--- src/rtl/sas_pkg.sv ---
// Shared types and constants for the serial add/subtract sequencer.
package sas_pkg;

    typedef enum logic [1:0] {
        IDLE = 2'd0,
        CALC = 2'd1,
        DONE = 2'd2
    } state_t;

    localparam logic OP_ADD = 1'b0;
    localparam logic OP_SUB = 1'b1;

endpackage

--- src/rtl/serial_adder_sequencer_adder.sv ---
// 4-bit ripple-carry adder built from explicit per-bit gate equations.
module AdderRippleCarry_4b_GL (
    input  logic [3:0] a_i,
    input  logic [3:0] b_i,
    input  logic       cin_i,
    output logic [3:0] sum_o,
    output logic       cout_o
);

    logic [4:0] carry;
    logic [3:0] half;

    assign carry[0] = cin_i;

    for (genvar i = 0; i < 4; i++) begin : g_fa
        assign half[i]      = a_i[i] ^ b_i[i];
        assign sum_o[i]     = half[i] ^ carry[i];
        assign carry[i + 1] = (a_i[i] & b_i[i]) | (carry[i] & half[i]);
    end

    assign cout_o = carry[4];

endmodule

--- src/rtl/serial_adder_sequencer.sv ---
// Multi-cycle add/subtract engine: one shared 4-bit adder processes one nibble
// per cycle, LSB first, with val/rdy handshakes on request and response.
module serial_adder_sequencer
    import sas_pkg::*;
#(
    parameter int NIBBLES = 4
) (
    input  logic                 clk,
    input  logic                 reset,
    input  logic                 req_val,
    output logic                 req_rdy,
    input  logic [4*NIBBLES-1:0] req_in0,
    input  logic [4*NIBBLES-1:0] req_in1,
    input  logic                 req_cin,
    input  logic                 req_sub,
    output logic                 resp_val,
    input  logic                 resp_rdy,
    output logic [4*NIBBLES-1:0] resp_sum,
    output logic                 resp_cout,
    output logic                 resp_ovf
);

    localparam int W     = 4 * NIBBLES;
    localparam int CNT_W = (NIBBLES > 1) ? $clog2(NIBBLES) : 1;
    localparam logic [CNT_W-1:0] CNT_LAST = CNT_W'(NIBBLES - 1);

    state_t           state_q, state_d;
    logic [W-1:0]     a_q, a_d;
    logic [W-1:0]     b_q, b_d;
    logic             c_q, c_d;
    logic [CNT_W-1:0] cnt_q, cnt_d;
    logic [W-1:0]     res_q, res_d;
    logic             cout_q, cout_d;
    logic             ovf_q, ovf_d;

    logic [3:0]       add_sum;
    logic             add_cout;
    logic [W-1:0]     res_shift;

    AdderRippleCarry_4b_GL u_adder (
        .a_i    (a_q[3:0]),
        .b_i    (b_q[3:0]),
        .cin_i  (c_q),
        .sum_o  (add_sum),
        .cout_o (add_cout)
    );

    // The newest nibble enters at the top so the LSB nibble ends up at bit 0.
    if (NIBBLES == 1) begin : g_res_one
        assign res_shift = add_sum;
    end else begin : g_res_many
        assign res_shift = {add_sum, res_q[W-1:4]};
    end

    always_comb begin
        state_d = state_q;
        case (state_q)
            IDLE:    if (req_val)            state_d = CALC;
            CALC:    if (cnt_q == CNT_LAST)  state_d = DONE;
            DONE:    if (resp_rdy)           state_d = IDLE;
            default:                         state_d = IDLE;
        endcase
    end

    // NOTE: every combinational output gets a hold default first so no path infers a latch.
    always_comb begin
        a_d    = a_q;
        b_d    = b_q;
        c_d    = c_q;
        cnt_d  = cnt_q;
        res_d  = res_q;
        cout_d = cout_q;
        ovf_d  = ovf_q;
        case (state_q)
            IDLE: begin
                if (req_val) begin
                    a_d   = req_in0;
                    b_d   = req_in1 ^ {W{req_sub}};
                    c_d   = (req_sub == OP_SUB) ? 1'b1 : req_cin;
                    cnt_d = '0;
                end
            end
            CALC: begin
                res_d = res_shift;
                c_d   = add_cout;
                a_d   = a_q >> 4;
                b_d   = b_q >> 4;
                cnt_d = cnt_q + CNT_W'(1);
                if (cnt_q == CNT_LAST) begin
                    // In the last cycle a_q[3]/b_q[3] are the operand sign bits.
                    cout_d = add_cout;
                    ovf_d  = (a_q[3] == b_q[3]) && (add_sum[3] != a_q[3]);
                end
            end
            default: ;
        endcase
    end

    // NOTE: state and datapath registers all use non-blocking assignments and are
    // cleared by the asynchronous reset so an aborted operation leaves no residue.
    always_ff @(posedge clk or negedge reset) begin
        if (!reset) begin
            state_q <= IDLE;
            a_q     <= '0;
            b_q     <= '0;
            c_q     <= 1'b0;
            cnt_q   <= '0;
            res_q   <= '0;
            cout_q  <= 1'b0;
            ovf_q   <= 1'b0;
        end else begin
            state_q <= state_d;
            a_q     <= a_d;
            b_q     <= b_d;
            c_q     <= c_d;
            cnt_q   <= cnt_d;
            res_q   <= res_d;
            cout_q  <= cout_d;
            ovf_q   <= ovf_d;
        end
    end

    // req_rdy is gated by reset so the block never advertises readiness while held in reset.
    always_comb begin
        req_rdy  = reset && (state_q == IDLE);
        resp_val = (state_q == DONE);
    end

    assign resp_sum  = res_q;
    assign resp_cout = cout_q;
    assign resp_ovf  = ovf_q;

endmodule

--- config.mk ---
export PLATFORM = sky130hd
export DESIGN_NAME = serial_adder_sequencer
export DESIGN_NICKNAME = d
export VERILOG_FILES = /design/src/rtl/sas_pkg.sv /design/src/rtl/serial_adder_sequencer_adder.sv /design/src/rtl/serial_adder_sequencer.sv
export SDC_FILE = /design/constraint.sdc
export NUM_CORES = 1
export LEC_CHECK = 0
export CORE_ASPECT_RATIO = 0.9
export CORE_MARGIN = 2
export CORE_UTILIZATION = 45
export CTS_BUF_LIST = sky130_fd_sc_hd__clkbuf_16
export CTS_CLUSTER_SIZE = 30
export DETAILED_ROUTE_END_ITERATION = 6
export PLACE_DENSITY_LB_ADDON = 0.2
export SYNTH_ARGS = -nofsm -noshare
export SYNTH_HDL_FRONTEND = slang
export SYNTH_SLANG_ARGS = --single-unit
--- constraint.sdc ---
create_clock -name clk -period 2.97 [get_ports clk]
set_input_delay 0.297 -clock clk [delete_from_list [all_inputs] [get_ports clk]]
set_output_delay 0.297 -clock clk [all_outputs]
set_load 0.03 [all_outputs]
# Word-level counts from Yosys, hierarchy flattened
# Cells that the tools add are included.
# totals
output_inout_bits	20
elab_cells	58
in_bits	38
register_bits	55
# op_classes
n_reduce_logical	7
n_eq_ne	8
addsub	1
n_bitwise	21
n_mux	13
# ops
op	n
$pmux 16 s2	2
$mux 16	2
$xor 16x16->16	1
$and 1x1->1	8
$mux 2	4
$xor 1x1->1	8
$pmux 2 s3	1
$eq 2x2->1 const B	2
$ne 2x2->1 const B	2
$or 1x1->1	4
$pmux 2 s2	1
$reduce_and 2->1	2
$reduce_and 3->1	1
$add 2x1->2 const B	1
$eq 2x1->1 const B	1
$logic_and 1x1->1	2
$logic_not 2->1	1
$mux 1	2
$ne 2x1->1 const B	1
$pmux 1 s2	1
$reduce_bool 2->1	1
$eq 1x1->1	1
$ne 1x1->1	1

# Depth between registers and ports, before layout
# depth
depth_word	10
mapped_depth	9
ltp_nobuf	9

# By module
# Synthesis repeated with hierarchy kept, for this count alone.
# hier_totals
cells_unflattened	283
hier_area_um2	2695.1
# by_module_without_submodules
mod	cells_per_inst	instances	area_each_um2	seq_area_each_um2
serial_adder_sequencer	269	1	2577.5	1376.3
AdderRippleCarry_4b_GL	14	1	117.6	0.0

# Worst setup path after synthesis
# Ideal clock, no wire load.
# synth_timing
kind	register to register
startpoint	register a_q[0]
endpoint	register ovf_q, in the netlist resp_ovf
arrival_time_ns	2.194
setup_ns	0.095
required_time_ns	2.875
path_slack_ns	0.681
stages_incl_launch_ff	10
synth_period_minus_slack_ns	2.289
n_path_buf	0
cell_sequence	dfrtp_1 -> fa_1 -> inv_1 -> fa_1 -> inv_1 -> fa_1 -> inv_1 -> fa_1 -> xor2_1 -> o31ai_1
# synth_between
elab_chain_len	10
# synth_rtl
item	line	text
start, declared	serial_adder_sequencer.sv:28	logic [W-1:0] a_q, a_d;
start signal, assigned	serial_adder_sequencer.sv:104	a_q <= '0;
start signal, assigned	serial_adder_sequencer.sv:113	a_q <= a_d;
$xor 1x1->1	serial_adder_sequencer_adder.sv:16	assign half[i] = a_i[i] ^ b_i[i];
$and 1x1->1	serial_adder_sequencer_adder.sv:18	assign carry[i + 1] = (a_i[i] & b_i[i]) | (carry[i] & half[i]);
$or 1x1->1 *	serial_adder_sequencer_adder.sv:18	
$and 1x1->1 *	serial_adder_sequencer_adder.sv:18	
$or 1x1->1 *	serial_adder_sequencer_adder.sv:18	
$and 1x1->1 *	serial_adder_sequencer_adder.sv:18	
$or 1x1->1 *	serial_adder_sequencer_adder.sv:18	
$xor 1x1->1 *	serial_adder_sequencer_adder.sv:17	assign sum_o[i] = half[i] ^ carry[i];
$ne 1x1->1 *	serial_adder_sequencer.sv:92	ovf_d = (a_q[3] == b_q[3]) && (add_sum[3] != a_q[3]);
$logic_and 1x1->1 *	serial_adder_sequencer.sv:92	
end signal, assigned	serial_adder_sequencer.sv:119	ovf_q <= ovf_d;
end, declared	serial_adder_sequencer.sv:34	logic ovf_q, ovf_d;
# Every way passes the cells marked *; elsewhere a longest branch is shown, timed or not.
# A chain may end at the register's enable or synchronous reset.

# Worst setup path in the final report
# Ends and elaborated chain as after synthesis.

==> metrics.md <==
| Metric | Value |
|---|---|
| P_int | between 2 and 2.5 mW |
| CP arrival | 2640 ps |
| Period utilization | 82.2% |
| Num ports | 58 |
| Synthesized area | 2750 um2 |
| Syn-to-layout area delta | 26.8% |
| Mapped Nets | 325 |
| All-Layer GR Usage | 19.3% |
| Crit path capture type | register |
| Power share of the clock group | 16.2% |
| Via Count | between 2000 and 2500 |
| Startpoint types | register |
| Drt wl/cell | roughly 15 um |
| Vias in the first global route | 2069 |
| Leak | 1.52 nW |
| Largest net degree at the start of global routing | 56 |
| Via density per instance | approximately 5.3 |
| Post-cts resize count | 0 |
| DR iter-0 viols | 142 |
| Seq pwr share | 37.4% |
| Sw Share | 41.3% |
| Multi-input gate area | 1220 um2 |
| Core Util, Final | 60.2% |
| Post-DP HPWL | 4.11 mm |
| Final Hold Fails | 0 |
| GRT overflow | 0 |
| Max clock buf depth | 2 |
| # rows | 26 |
| R2R setup slack | 530 ps |
| Seq/Total Area, Yosys | 50.1% |
| Worst-path maximum fanout | 3 |
| Final setup fails | 0 |
| Fmax | 0.409 GHz |
| Cells after Synth | 281 |
| Die height | approximately 78 um |
| Max VDD drop | 337 uV |
| Post-Synth XOR/XNOR Area | 5.42% |
| Status | finished clean |
| ANT nets after route | 0 |
| Worst clock skew | 4.52 ps |
| RePlAce Congestion | 0.754 |
| Initial Util | 47.5% |
| Initial antenna violation count | 0 |
| Ys Warns | 0 |
| Max incr delay on CP | 440 ps |
| First-pass GRT wire length | 10.2 mm |
| Post-synthesis mux area share | 0% |
| Antenna fix cells | 0 |
| Setup TNS | 0 ps |
| Top cell by count, worst path | fa_1 |
| Fill count | 509 |
| Tmin final | 2440 ps |
| WL final | 6.01 mm |
| Area occupied by registers | around 1400 um2 |
| CTS buffer count | 5 |
| Cts hold-fix bufs | 0 |
| TritonCTS clock tree | yes |
| RSZ-0062 raised after global routing | false |
| CORE AREA | between 5000 and 6000 um2 |
| Net Switching | approximately 1.4 mW |
| Clock Sinks | 55 |
| Cell chain of the critical path | fa_1, inv_1, fa_1, inv_1, fa_1, inv_1, fa_1, xor2_1, o31ai_1 |
| Clk slew on worst S/H paths | 70 ps |
| Seq cells post-synth | 55 |
| HP Class | input pin to async pin |
| Least-Margin Pin Slew | slightly below 900 ps |
| Max stage delay cell, worst path | fa_1 |
| Largest family of logic cells by synthesized area | compound AO/OA/AOI/OAI gates |
| Die Width | 86.4 um |
| Number of setup buffers added after CTS | 0 |
| Power share of the combinational group | 46.4% |
| Slew margin rel. | 40.4% |
| Die area | 6750 um2 |
| Number of buffers added on ports | 57 |
| Post-synth cell types | 30 |
| Complex-gate fraction of the synthesized area | 18.9% |
| CP Data Required Time | 3170 ps |
| PwrDens | 1010 nW/um2 |
| Slew Viols, Final | 0 |
| Post-synthesis simple-gate area fraction | 16.1% |
| Clk_lat worst skew | 290 ps |
| H-tree lvl count | 2 |
| Max-cap violations | 0 |
| CTS Root Cell | clkbuf_16 |
| Share of cells above drive strength 1 | 8.38% |
| Nets | 377 |
| Drt drc | 0 |
| Post-Synth Adder-Cell Area | approximately 3.8% |
| Critical path type | register to register |
| Post-Syn Area per Cell | a little under 10 um2 |
| First-pass iteration count of the detailed router | 4 |
[logic make-up (layout without fill, tap and decap cells)]
| kind of cell | after synthesis | after routing |
|---|---|---|
| adders and majority gates | 6 | 6 |
| buffers and inverters | 29 | 82 |
| DFF | 55 | 55 |
| AOI/OAI and AO/OA | 74 | 74 |
| xor gates and xnor gates | 17 | 17 |
| and+or+nand+nor | 100 | 100 |
[power groups by stage]
stage	logic, mW	clock network [mW]	registers [mW]
after floorplan	0.959	0	1.45
after global placement	1.59	0	1.32
after detailed placement	1.64	0	1.32
after CTS	1.64	0.584	1.31
after global routing	1.81	0.615	1.36
final	1.63	0.570	1.31
[flip-flops by register name, summed over array words and instances (netlist names)]
name / count
state_q: 2
resp_sum: 16
cnt_q: 2
c_q: 1
resp_ovf: 1
a_q: 16
resp_cout: 1
b_q: 16
[worst max-delay path, delay by kind of cell (launching register included)]
kind / cells / cell delay, ps
AO/OA/AOI/OAI: 1 / 180
XOR/XNOR: 1 / 160
adder cells (fa/ha/maj): 4 / 1390
buffers and inverters: 3 / 220
flip-flops: 1 / 410
[metrics by stage]
stage          hold WS [ps]  setup slack [ps]  std cells  cell area [um2]  power [mW]
3_3_place_gp            460               616        396             3350        2.91
6_report                159               528        404             3490        3.51
3_5_place_dp            461               533        396             3350        2.96
5_1_grt                 234               345        404             3490        3.78
4_1_cts                 205               515        404             3490        3.54
2_1_floorplan          1.41               681        281             2750        2.41
[layout by cell type, fill, tap and decap left out, drive strengths merged]
cell,n
nand3b,1
clkinv,3
a2bb2oi,2
inv,8
a22o,2
nand2,75
o21a,1
o21ai,24
o31ai,1
nor2b,17
o21ba,1
o211ai,4
clkdlybuf4s50,56
o221ai,8
o32a,1
a21oi,13
ha,2
xor2,1
buf,10
xnor2,16
a22oi,16
nand2b,4
dfrtp,55
o21bai,1
fa,4
clkbuf,5
nor2,2
nor3b,1
[cell type report]
type	instances	share of cell area, %
well taps	70	2.51
inverters	8	0.861
repair buffers	66	18.2
clock inverters	3	0.431
multi-input cells	197	35.0
clock buffers	5	3.59
flip-flops and latches	55	39.5
[final timing paths]
check	start	endpoint	depth (start not counted)
worst min-delay path	reset	b_q[10]$_DFFE_PN0P_	2
worst max register to register	a_q[0]$_DFFE_PN0P_	resp_ovf$_DFFE_PN0P_	9
min in group clk	resp_sum[3]$_DFFE_PN0P_	resp_sum[3]$_DFFE_PN0P_	2
worst max-delay path	a_q[0]$_DFFE_PN0P_	resp_ovf$_DFFE_PN0P_	9
worst min register to register	resp_sum[3]$_DFFE_PN0P_	resp_sum[3]$_DFFE_PN0P_	2
max in group asynchronous	reset	a_q[8]$_DFFE_PN0P_	2
[metal layers]
metal,global-route usage [%],routed length [um]
met1,29.3,2930
met3,3.36,315
met2,26.6,2670
met5,0,0
met4,8.91,92
[cells in the mapped netlist]
cell type   n  share of area, %
nor2b_4     1              0.50
nand2_1    75                10
o221ai_2    2               1.1
nand3b_1    1              0.27
o21ba_2     1              0.36
clkbuf_1    3              0.41
o31ai_1     1              0.27
o21bai_2    1              0.41
a22oi_1    16               4.4
o211ai_2    4               1.8
o21ai_1     4              0.73
xor2_1      1              0.32
inv_1       8               1.1
buf_6       4               1.6
xnor2_1    16               5.1
nor2b_1    16               3.6
dfrtp_1    55                50
nor3b_1     1              0.27
o32a_1      1              0.36
fa_1        4               2.9
a22o_1      2              0.64
a2bb2oi_1   2              0.64
nor2_1      2              0.27
o21a_1      1              0.27
a21oi_1    13               2.4
o21ai_0    20               3.6
nand2b_1    4              0.91
buf_2      14               2.5
ha_1        2              0.91
o221ai_1    6               1.9
(Power assumes the default switching activity.)
